[config.mk]
export PLATFORM = sky130hd
export DESIGN_NAME = acquire_control
export DESIGN_NICKNAME = d
export VERILOG_FILES = /design/src/rtl/acquire_control.sv
export SDC_FILE = /design/constraint.sdc
export NUM_CORES = 1
export LEC_CHECK = 0
export ABC_AREA = 1
export BUFFER_PORTS_ARGS = -buffer_cell sky130_fd_sc_hd__buf_4
export CAP_MARGIN = 20
export CELL_PAD_IN_SITES_DETAIL_PLACEMENT = 1
export CELL_PAD_IN_SITES_GLOBAL_PLACEMENT = 1
export CORE_MARGIN = 2
export CORE_UTILIZATION = 44
export DETAILED_ROUTE_END_ITERATION = 6
export GPL_ROUTABILITY_DRIVEN = 1
export MAX_ROUTING_LAYER = met4
export PLACE_DENSITY_LB_ADDON = 0.1
export SLEW_MARGIN = 0
export SYNTH_ARGS = -nofsm -noshare
export SYNTH_HDL_FRONTEND = slang
export SYNTH_SLANG_ARGS = --single-unit
[constraint.sdc]
create_clock -name clk -period 5 [get_ports clk]
set_input_delay 0.75 -clock clk [delete_from_list [all_inputs] [get_ports clk]]
set_output_delay 0.75 -clock clk [all_outputs]
set_load 0.05 [all_outputs]
[src/rtl/acquire_control.sv]
// Logic-analyser acquisition controller: trigger on edge or pattern, capture 2^ADDR_W samples, dump over UART.
// Define ACQ_HEADER_EN to prefix the dump with 0xA5 and the latched sampling rate.
module acquire_control #(
  parameter int ADDR_W = 8
) (
  input  logic              clk,
  input  logic              rst_n,
  input  logic [28:0]       configuration,
  input  logic              configuration_valid,
  input  logic              arm,
  input  logic [7:0]        sample_in,
  output logic              mem_we,
  output logic [ADDR_W-1:0] mem_addr,
  output logic [7:0]        mem_wdata,
  input  logic [7:0]        mem_rdata,
  output logic [7:0]        tx_data,
  output logic              tx_start,
  input  logic              tx_busy,
  output logic              busy,
  output logic              triggered
);

  typedef enum logic [2:0] {IDLE, ARMED, CAPTURE, FETCH, SEND, HOLD} state_t;

  localparam logic [ADDR_W-1:0] LAST = '1;

  state_t      state;
  logic [28:0] cfg;
  logic [7:0]  div;
  logic [7:0]  prev_sample;
  logic        first_tick;
  logic        fetch_wait;
`ifdef ACQ_HEADER_EN
  logic [1:0]  hdr;
`endif

  logic [7:0] cfg_rate, cfg_thr, cfg_pat, mask;
  logic [3:0] cfg_len;
  logic       cfg_edge, tick, fire;

  assign cfg_rate = cfg[28:21];
  assign cfg_edge = cfg[20];
  assign cfg_thr  = cfg[19:12];
  assign cfg_len  = cfg[11:8];
  assign cfg_pat  = cfg[7:0];

  always_comb begin
    tick = (div == cfg_rate);
    mask = (cfg_len >= 4'd8) ? 8'hFF : ~(8'hFF << cfg_len);
    if (cfg_len == 4'd0)
      // edge mode has no valid previous sample on the first tick of a run
      fire = !first_tick && (cfg_edge ? (prev_sample <  cfg_thr && sample_in >= cfg_thr)
                                      : (prev_sample >= cfg_thr && sample_in <  cfg_thr));
    else
      fire = ((sample_in ^ cfg_pat) & mask) == 8'h00;
  end

  always_ff @(posedge clk or negedge rst_n) begin
    if (!rst_n) begin
      state       <= IDLE;
      cfg         <= '0;
      div         <= '0;
      prev_sample <= '0;
      first_tick  <= 1'b0;
      fetch_wait  <= 1'b0;
      mem_we      <= 1'b0;
      mem_addr    <= '0;
      mem_wdata   <= '0;
      tx_data     <= '0;
      tx_start    <= 1'b0;
      busy        <= 1'b0;
      triggered   <= 1'b0;
`ifdef ACQ_HEADER_EN
      hdr         <= '0;
`endif
    end else begin
      mem_we   <= 1'b0;
      tx_start <= 1'b0;
      if (state == ARMED || state == CAPTURE)
        div <= tick ? '0 : div + 8'd1;

      case (state)
        IDLE: begin
          if (arm && configuration_valid) begin
            cfg        <= configuration;
            triggered  <= 1'b0;
            div        <= '0;
            mem_addr   <= '0;
            first_tick <= 1'b1;
            busy       <= 1'b1;
            state      <= ARMED;
          end
        end
        ARMED: begin
          if (tick) begin
            prev_sample <= sample_in;
            first_tick  <= 1'b0;
            if (fire) begin
              mem_we    <= 1'b1;
              mem_addr  <= '0;
              mem_wdata <= sample_in;
              triggered <= 1'b1;
              state     <= CAPTURE;
            end
          end
        end
        CAPTURE: begin
          // mem_we/mem_addr show the write committing on this edge
          if (mem_we && mem_addr == LAST) begin
            mem_addr <= '0;
`ifdef ACQ_HEADER_EN
            tx_data  <= 8'hA5;
            hdr      <= 2'd2;
            state    <= SEND;
`else
            state    <= FETCH;
`endif
          end else if (tick) begin
            mem_we    <= 1'b1;
            mem_addr  <= mem_addr + ADDR_W'(1);
            mem_wdata <= sample_in;
          end
        end
        FETCH: begin
          // first cycle presents the address, second cycle has mem_rdata valid
          if (!fetch_wait) begin
            fetch_wait <= 1'b1;
          end else begin
            fetch_wait <= 1'b0;
            tx_data    <= mem_rdata;
            state      <= SEND;
          end
        end
        SEND: begin
          if (!tx_busy) begin
            tx_start <= 1'b1;
            state    <= HOLD;
          end
        end
        HOLD: begin
`ifdef ACQ_HEADER_EN
          if (hdr == 2'd2) begin
            tx_data <= cfg_rate;
            hdr     <= 2'd1;
            state   <= SEND;
          end else if (hdr == 2'd1) begin
            hdr   <= 2'd0;
            state <= FETCH;
          end else
`endif
          if (mem_addr == LAST) begin
            busy  <= 1'b0;
            state <= IDLE;
          end else begin
            mem_addr <= mem_addr + ADDR_W'(1);
            state    <= FETCH;
          end
        end
        default: state <= IDLE;
      endcase
    end
  end

endmodule

Word-level counts from Yosys, hierarchy flattened
Cells that the tools add are included.
{"block": "word_totals", "out_inout_bits": 28, "register_bits": 78, "elab_cells": 109}
{"block": "classes", "reduce_logical": 23, "muxes": 44, "eq_ne": 18, "addsub": 2, "n_bitwise": 3, "magnitude_cmp": 5, "shift": 1}
{"cell": "8-bit two-way mux", "n": 15}
{"cell": "8-bit case mux with 4 select lines", "n": 1}
{"cell": "3-bit two-way mux", "n": 6}
{"cell": "2-bit inequality test, second input constant", "n": 9}
{"cell": "3-bit case mux with 6 select lines", "n": 1}
{"cell": "8-bit by 1-bit adder with 8-bit output, second input constant", "n": 2}
{"cell": "8-bit greater-or-equal comparator", "n": 2}
{"cell": "8-bit less-than comparator", "n": 2}
{"cell": "8-bit case mux with 2 select lines", "n": 1}
{"cell": "1-bit two-way mux", "n": 15}
{"cell": "6-bit AND reduction", "n": 2}
{"cell": "8-bit bitwise AND", "n": 1}
{"cell": "8-bit == test", "n": 1}
{"cell": "8-bit == test, second input constant", "n": 1}
{"cell": "8-bit zero test", "n": 1}
{"cell": "8-bit NOT", "n": 1}
{"cell": "1-bit case mux with 2 select lines", "n": 4}
{"cell": "8-bit by 4-bit << shifter with 8-bit output, first input constant", "n": 1}
{"cell": "8-bit bitwise XOR", "n": 1}
{"cell": "3-bit by 2-bit == test with 1-bit output, second input constant", "n": 2}
{"cell": "3-bit == test, second input constant", "n": 2}
{"cell": "2-bit AND reduction", "n": 3}
{"cell": "3-bit AND reduction", "n": 2}
{"cell": "2-bit nonzero test", "n": 3}
{"cell": "other kinds (13)", "n": 17}

Longest topological paths before layout
Gate-level depths: netlist of the first run.
{"block": "depth", "ltp_word": 9, "ltp_mapped": 17, "ltp_nobuf": 17}

Worst setup path before layout of the first run
No wires, ideal clock.
{"block": "synth_timing", "path_kind": "input-to-reg", "start": "input port sample_in[7]", "end": "register mem_addr[6]", "required_ps": 4877, "arrival_time_ps": 2095, "stages": 13, "setup_slack_ps": 2781, "path_cell_list": "ha_1 > nand2_1 > nand2_1 > o21bai_1 > a21oi_1 > nand2_1 > nand2_1 > nand3_1 > nand3_4 > nand2_2 > buf_6 > nand2_1 > o21ai_2"}
{"block": "synth_between", "elab_chain_cells": 7, "elab_cells_between_ends": 12}
{"item": "start, declared", "line_no": "11", "source": "input logic [7:0] sample_in,"}
{"item": "8-bit less-than comparator / 8-bit greater-or-equal comparator (equally long branches)", "line_no": "53, 52"}
{"item": "1-bit logical AND (on tied branches)", "line_no": "53, 52"}
{"item": "1-bit two-way mux", "line_no": "52", "source": "fire = !first_tick && (cfg_edge ? (prev_sample < cfg_thr && sample_in >= cfg_thr)"}
{"item": "1-bit logical AND", "line_no": "52"}
{"item": "1-bit two-way mux *", "line_no": "50", "source": "if (cfg_len == 4'd0)"}
{"item": "2-bit inequality test (no line) *"}
{"item": "6-bit AND reduction (no line) *"}
{"item": "end signal, assigned", "line_no": "120", "source": "mem_addr <= mem_addr + ADDR_W'(1);"}
{"item": "end signal, assigned", "line_no": "155", "source": "mem_addr <= mem_addr + ADDR_W'(1);"}
{"item": "end, declared", "line_no": "13", "source": "output logic [ADDR_W-1:0] mem_addr,"}
Mark *: on every way between the ends. The rest lies on a longest branch, timed or not.
A chain may end at the register's enable or synchronous reset.

Worst setup path after layout of the first run
{"block": "layout_timing", "start": "register state[1]", "end": "register div[5]"}
{"block": "layout_between", "elab_chain_cells": 5, "elab_cells_between_ends": 7}
{"item": "start, declared", "line_no": "27", "source": "state_t state;"}
{"item": "start signal, assigned", "line_no": "60", "source": "state <= IDLE;"}
{"item": "start signal, assigned", "line_no": "91", "source": "state <= ARMED;"}
{"item": "start signal, assigned", "line_no": "103", "source": "state <= CAPTURE;"}
{"item": "3-bit by 1-bit == test with 1-bit output / 3-bit by 2-bit == test with 1-bit output (equally long branches)", "line_no": "79", "source": "if (state == ARMED || state == CAPTURE)"}
{"item": "1-bit logical OR", "line_no": "79"}
{"item": "8-bit two-way mux", "line_no": "79"}
{"item": "8-bit two-way mux", "line_no": "84", "source": "if (arm && configuration_valid) begin"}
{"item": "8-bit two-way mux *", "line_no": "82", "source": "case (state)"}
{"item": "end signal, assigned", "line_no": "80", "source": "div <= tick ? '0 : div + 8'd1;"}
{"item": "end, declared", "line_no": "29", "source": "logic [7:0] div;"}
Marked as above.

==> flow_metrics.tcl, run 1 <==
set metrics [dict create \
    status "completed" \
    post_cts_buffers 0 \
    hpwl_mm 7.92 \
    setup_violations 0 \
    synth_top_area_share_pct 46.8 \
    tightest_slew_ns 0.965 \
    ios 78 \
    die_area_mm2 0.0103 \
    slew_violations 0 \
    cts-resized-gates 0 \
    worst-setup-path-type "flip-flop to flip-flop" \
    die_width_um 101 \
    syn_nets 575 \
    synth-seq-area-share_pct 46.8 \
    area.growth.synth_to_final_pct 22.0 \
    initialDrtViolationCount 129 \
    diodes 0 \
    netlist_area_mm2 0.00417 \
    final_nets 658 \
    r2r-start "state[1]$_DFFE_PN0P_" \
    vias 3610 \
    cts_tree "yes" \
    routed_wl_mm 10.6 \
    path_clk_slew_ns 0.09 \
    cts.sinks 78 \
    place_area_mm2 0.00486 \
    hold_slack_ns 0.197 \
    routabilityCongestion 0.812 \
    firstDrtPassIters 4 \
    synth_edf_count 0 \
    synth_area_leaders "dfrtp_1 47%, nand2_1 16%, ha_1 5.4%" \
    crit_chain "nor2_1, inv_2, nor2_1, inv_1, nor2_4, inv_1, o21ai_4, a21oi_1, o21a_1" \
    htree_num_levels 3 \
    netlist_instances 507 \
    crit_path_start_kind "flip-flop" \
    rsz0062_at_grt "no" \
    viasPerCell 5.11 \
    fin_ws_ns 2.27 \
    synth_top_area_cell "dfrtp_1" \
    grt_usage_pct 22.6 \
    pre_cts_slack_ns 2.12 \
    ant_nets 0 \
    cp.arrival_ns 2.97 \
    stdcell_area_mm2 0.00508 \
    drive_above_1_share_pct 24.2 \
    cp-end-kind "flip-flop" \
    fin_setup_tns_ns 0 \
    cp_max_fo 46 \
    period_needed_ns 2.73 \
    syn_area_per_cell_um2 8.22 \
    cp_slowest_stage_delay_ns 0.73 \
    drv_cap 0 \
    coreArea_mm2 0.00920 \
    skew_ns 0.0131 \
    cp.required_ns 5.24 \
    powerDensity_mw_per_mm2 354 \
    grt_max_degree 79 \
    clockBufferDepth 2 \
    path_delay_family "simple AND/OR/NAND/NOR gates" \
    antenna_found_initial 0 \
    grt_overflow 0 \
    grt_pass1_vias 3763 \
    peakVddDrop_mv 0.161 \
    totalPowerFinal_mw 1.80 \
    ys_seq_elements 78 \
    synth_cell_types 38 \
    final_hold_viol_count 0 \
    wl_per_cell_um 15.0 \
    dr_wl_met3_um 366 \
    io_buffers 77 \
    clk_latency_ns 0.35 \
    start_util_pct 45.3 \
    worstHoldPathType "primary input to asynchronous set/reset pin" \
    max_freq_ghz 0.367 \
    slew-limit-headroom_pct 35.5 \
    route.met2.wl_mm 5.36 \
    ys_async_sr_fraction_pct 100 \
    crit_slowest_cell "nor2_4" \
    grt_pass1_wl_mm 17.6 \
    worst-path-buf-inv 3 \
    fin_crit_sh_pct 54.6 \
    cts-buffers-inserted 9 \
    ctsHoldBuffers 0 \
    startpoint "state[1]$_DFFE_PN0P_" \
    die_h_um 101 \
    drc 0 \
    synth_ff_type "dfrtp_1" \
    drt-met1-wl_mm 4.77 \
    cts-root-buf "clkbuf_8" \
    power.leakage_nw 2.64 \
    top_layer "met4" \
    num_rows 35 \
    synth_warnings 0 \
]
## synthesized netlist by cell type (2+ instances only)
library cell,n
nand2_1,181
dfrtp_1,78
inv_1,52
nor2_1,30
o21ai_0,21
nand3_1,20
ha_1,18
a21oi_1,12
nand4_1,10
mux2_2,8
o21ai_2,8
inv_2,7
nand2_2,7
nor2_2,7
xor2_1,6
clkbuf_1,4
nor3_1,4
o21a_1,3
or2_1,3
xnor2_1,3
buf_2,2
nand2_4,2
nand3_4,2
nor2_4,2
nor3_2,2
o21bai_1,2
or2_2,2
## placed cells by master (no fill, tap or decap), types with 2 or more instances in the layout
| master | n |
|---|---|
| nor2_4 | 2 |
| o21ai_0 | 21 |
| ha_1 | 18 |
| inv_1 | 52 |
| nand3_1 | 20 |
| or2_2 | 2 |
| nor3_2 | 2 |
| dfrtp_1 | 78 |
| a21oi_1 | 12 |
| inv_2 | 7 |
| nand4_1 | 10 |
| clkinvlp_4 | 2 |
| xor2_1 | 6 |
| or2_1 | 3 |
| o21bai_1 | 2 |
| mux2_2 | 8 |
| xnor2_1 | 3 |
| o21a_1 | 3 |
| nor2_1 | 30 |
| nor2_2 | 7 |
| nand2_4 | 2 |
| nor3_1 | 4 |
| nand3_4 | 2 |
| o21ai_2 | 8 |
| buf_4 | 78 |
| nand2_2 | 7 |
| clkbuf_8 | 10 |
| nand2_1 | 181 |
## cell type report
class                           count  area (um^2)
Sequential cell                    78         1950
Timing Repair Buffer               79          613
Clock buffer                       11          141
Tap cell                          111          139
Inverter                           59          221
Fill cell                        1156         4110
Multi-Input combinational cell    363         1960
Clock inverter                      5         58.8
## final timing paths
| check | end | slack [ns] | depth (start not counted) |
|---|---|---|---|
| worst min register to register | prev_sample[5]$_DFFE_PN0P_ | 0.48 | 2 |
| worst min-delay path | mem_addr[2]$_DFFE_PN0P_ | 0.20 | 1 |
| max in group asynchronous | busy$_DFFE_PN0P_ | 4.21 | 2 |
| worst max-delay path | div[5]$_DFF_PN0_ | 2.27 | 9 |
| min in group clk | prev_sample[5]$_DFFE_PN0P_ | 0.48 | 2 |
| worst max register to register | div[5]$_DFF_PN0_ | 2.27 | 9 |
## cells by family after synthesis
group	after synthesis	share of synthesized area (%)
flip-flops	78	46.8
AO/OA/AOI/OAI	52	7.77
XOR/XNOR	9	1.89
buffers and inverters	66	6.18
multiplexers	8	2.16
adder cells (fa/ha/maj)	18	5.40
AND/OR/NAND/NOR	276	29.8
## stage by stage
step,cells,util (%)
2_1_floorplan,507,-
3_3_place_gp,689,52.8
3_5_place_dp,689,52.8
4_1_cts,705,55.0
5_1_grt,706,55.3
6_report,706,55.3
## sequential cells by signal, indices dropped and copies added, names as in the netlist, 3 cells and up
name         count
cfg             29
div              8
mem_addr         8
mem_wdata        8
prev_sample      8
tx_data          8
state            3
## report_power, final
group	internal, mW	leakage, nW	total [mW]	switching, mW
Clock	0.245	0.0955	0.483	0.239
Combinational	0.193	1.63	0.540	0.347
Sequential	0.713	0.921	0.775	0.0621
Total	1.15	2.64	1.80	0.647
## layer usage
metal / up-vias / global-route usage [%]
li1: 1772 / -
met4: 0 / 5.41
met2: 73 / 37.7
met5: - / -
met1: 1756 / 28.8
met3: 9 / 3.59
Note: power is estimated with default switching activity, not from simulation.
==> run 2: changes to the inputs <==
--- a/config.mk
+++ b/config.mk
@@ -11,7 +11,7 @@
 export CELL_PAD_IN_SITES_DETAIL_PLACEMENT = 1
 export CELL_PAD_IN_SITES_GLOBAL_PLACEMENT = 1
 export CORE_MARGIN = 2
-export CORE_UTILIZATION = 44
+export CORE_UTILIZATION = 37
 export DETAILED_ROUTE_END_ITERATION = 6
 export GPL_ROUTABILITY_DRIVEN = 1
 export MAX_ROUTING_LAYER = met4
==> constraint.sdc (replaced) <==
create_clock -name clk -period 2.3 [get_ports clk]
set_input_delay 0.345 -clock clk [delete_from_list [all_inputs] [get_ports clk]]
set_output_delay 0.345 -clock clk [all_outputs]
set_load 0.05 [all_outputs]
==> run 2 against run 1 <==
Compared with the run above:
- register-to-register slack got worse by 2.0 ns
- combinational power grew 120%
- critical path type unchanged
- hold slack worse by 0.037 ns
==> flow_metrics.tcl, run 2 (synthesized netlist as in run 1, its figures left out) <==
set metrics [dict create \
    crit_path_start_kind "flip-flop" \
    routed_wl_mm 10.8 \
    regMostFlops "cfg" \
    startpoint "cfg[19]$_DFFE_PN0P_" \
    dr_wl_met3_um 393 \
    place_area_mm2 0.00493 \
    grt_max_degree 46 \
    coreArea_mm2 0.0109 \
    tightest_slew_ns 0.594 \
    hold_depth 2 \
    htree_num_levels 3 \
    fin_setup_tns_ns 0 \
    regArea_mm2 0.00195 \
    final_core_util_pct 48.6 \
    viasPerCell 4.88 \
    worstHoldStart "tx_busy" \
    p_int_mw 3.06 \
    clk_latency_ns 0.34 \
    skew_ns 0.00723 \
    cts.sinks 78 \
    cts-buffers-inserted 9 \
    place_inst 721 \
    rsz0062_at_grt "yes" \
    worstHoldPathType "primary input to flip-flop" \
    p_comb_share_pct 26.0 \
    slew_violations 0 \
    period_needed_ns 2.06 \
    grt_overflow 0 \
    grt_pass1_vias 3710 \
    power.switching_mw 1.48 \
    instances_no_fill 739 \
    final_nets 662 \
    clockBufferDepth 2 \
    fin_crit_sh_pct 89.4 \
    drt-met1-wl_mm 4.98 \
    multi_input_area_mm2 0.00199 \
    cp_max_fo 9 \
    fin_ws_ns 0.244 \
    grt_usage_pct 20.1 \
    final_cell_mix "181 x nand2_1, 80 x buf_4, 78 x dfrtp_1" \
    slew-limit-headroom_pct 60.4 \
    setup_violations 0 \
    route.met2.wl_mm 5.23 \
    die_area_mm2 0.0121 \
    power.leakage_nw 2.75 \
    num_rows 38 \
    ant_nets 0 \
    ios 78 \
    path_clk_slew_ns 0.06 \
    hpwl_mm 8.13 \
    area.growth.synth_to_final_pct 27.5 \
    cts-root-buf "clkbuf_16" \
    seq_power_share_pct 37.4 \
    start_util_pct 38.1 \
    diodes 0 \
    pre_cts_slack_ns 0.0621 \
    die_h_um 110 \
    die_width_um 110 \
    top_layer "met4" \
    routabilityCongestion 0.841 \
    cp-end-kind "flip-flop" \
    clock_power_share_pct 36.6 \
    swShare_pct 32.6 \
    r2r_slack_ns 0.24 \
    io_buffers 77 \
    r2r_cells 13 \
    cts_tree "yes" \
    r2r_end "mem_wdata[6]$_DFFE_PN0P_" \
    r2r-start "cfg[19]$_DFFE_PN0P_" \
    whs_endpoint "tx_start$_DFF_PN0_" \
    cp.required_ns 2.57 \
    stdcell_area_mm2 0.00532 \
    status "completed" \
    layout_commonest_cell "nand2_1" \
    antenna_found_initial 0 \
    max_freq_ghz 0.486 \
    firstDrtPassIters 4 \
    drv_cap 0 \
    fill_cells 1353 \
    largest_reg_flops 29 \
    vias 3603 \
    drc 0 \
    grt_pass1_wl_mm 18.0 \
    initialDrtViolationCount 163 \
    drive_above_1_share_pct 25.2 \
    final_hold_viol_count 0 \
    peakVddDrop_mv 0.375 \
    worst-setup-path-type "flip-flop to flip-flop" \
    wl_per_cell_um 14.6 \
    powerDensity_mw_per_mm2 855 \
    cp.arrival_ns 2.33 \
]
==> run 2: power by group through the flow <==
stage	logic (mW)	registers (mW)	clock network, mW
after floorplan	0.486	2.00	0
final	1.18	1.70	1.66
after detailed placement	1.18	1.73	0
after CTS	1.19	1.71	1.71
after global placement	1.15	1.72	0
after global routing	1.31	1.73	1.77
==> run 2: layout make-up <==
| cell class | count | area share, % |
|---|---|---|
| Multi-Input combinational cell | 364 | 37.4 |
| Sequential cell | 78 | 36.7 |
| Timing Repair Buffer | 82 | 11.9 |
| Clock buffer | 10 | 4.50 |
| Inverter | 59 | 4.17 |
| Tap cell | 140 | 3.29 |
| Clock inverter | 6 | 2.05 |
==> run 2: repair_timing <==
item	4_1_cts	5_1_grt
buffers inserted	0	0
endpoints found under the hold margin	26	0
endpoints found under the setup margin	0	17
hold buffers	1	0
gates resized for setup	0	6
==> run 2: worst max-delay path: stages, from the launching register on <==
cell and delay [ns]:
dfrtp_1 0.36, inv_1 0.10, ha_1 0.26, a21o_1 0.21, nor2_2 0.13, and2_1 0.13
nand2_1 0.06, nand2_1 0.05, nand3_1 0.13, nand2_1 0.18, nand2_4 0.10, nand2_4 0.14
nand2_1 0.07, nand2_1 0.06
==> run 2: how the worst max path moves through the flow <==
stage                                to  slack, ns  cells after the start
3_5_place_dp    mem_addr[0]$_DFFE_PN0P_       0.06                     13
2_1_floorplan   mem_addr[6]$_DFFE_PN0P_       0.17                     13
5_1_grt        mem_wdata[4]$_DFFE_PN0P_     -0.008                     14
3_3_place_gp   mem_wdata[3]$_DFFE_PN0P_       0.10                     14
4_1_cts        mem_wdata[6]$_DFFE_PN0P_       0.09                     13
6_report       mem_wdata[6]$_DFFE_PN0P_       0.24                     13
==> run 2: metrics by stage <==
| stage | hold slack (ns) | power, mW |
|---|---|---|
| floorplan | 0.0494 | 2.48 |
| global placement | 0.347 | 2.86 |
| detailed placement | 0.357 | 2.90 |
| CTS | 0.150 | 4.61 |
| global route | 0.153 | 4.81 |
| finish | 0.160 | 4.55 |
==> run 2: routing by layer <==
metal	GRT usage (%)	up-vias
met2	32.7	68
li1	-	1788
met3	2.94	14
met4	7.95	0
met5	-	-
met1	25.3	1733
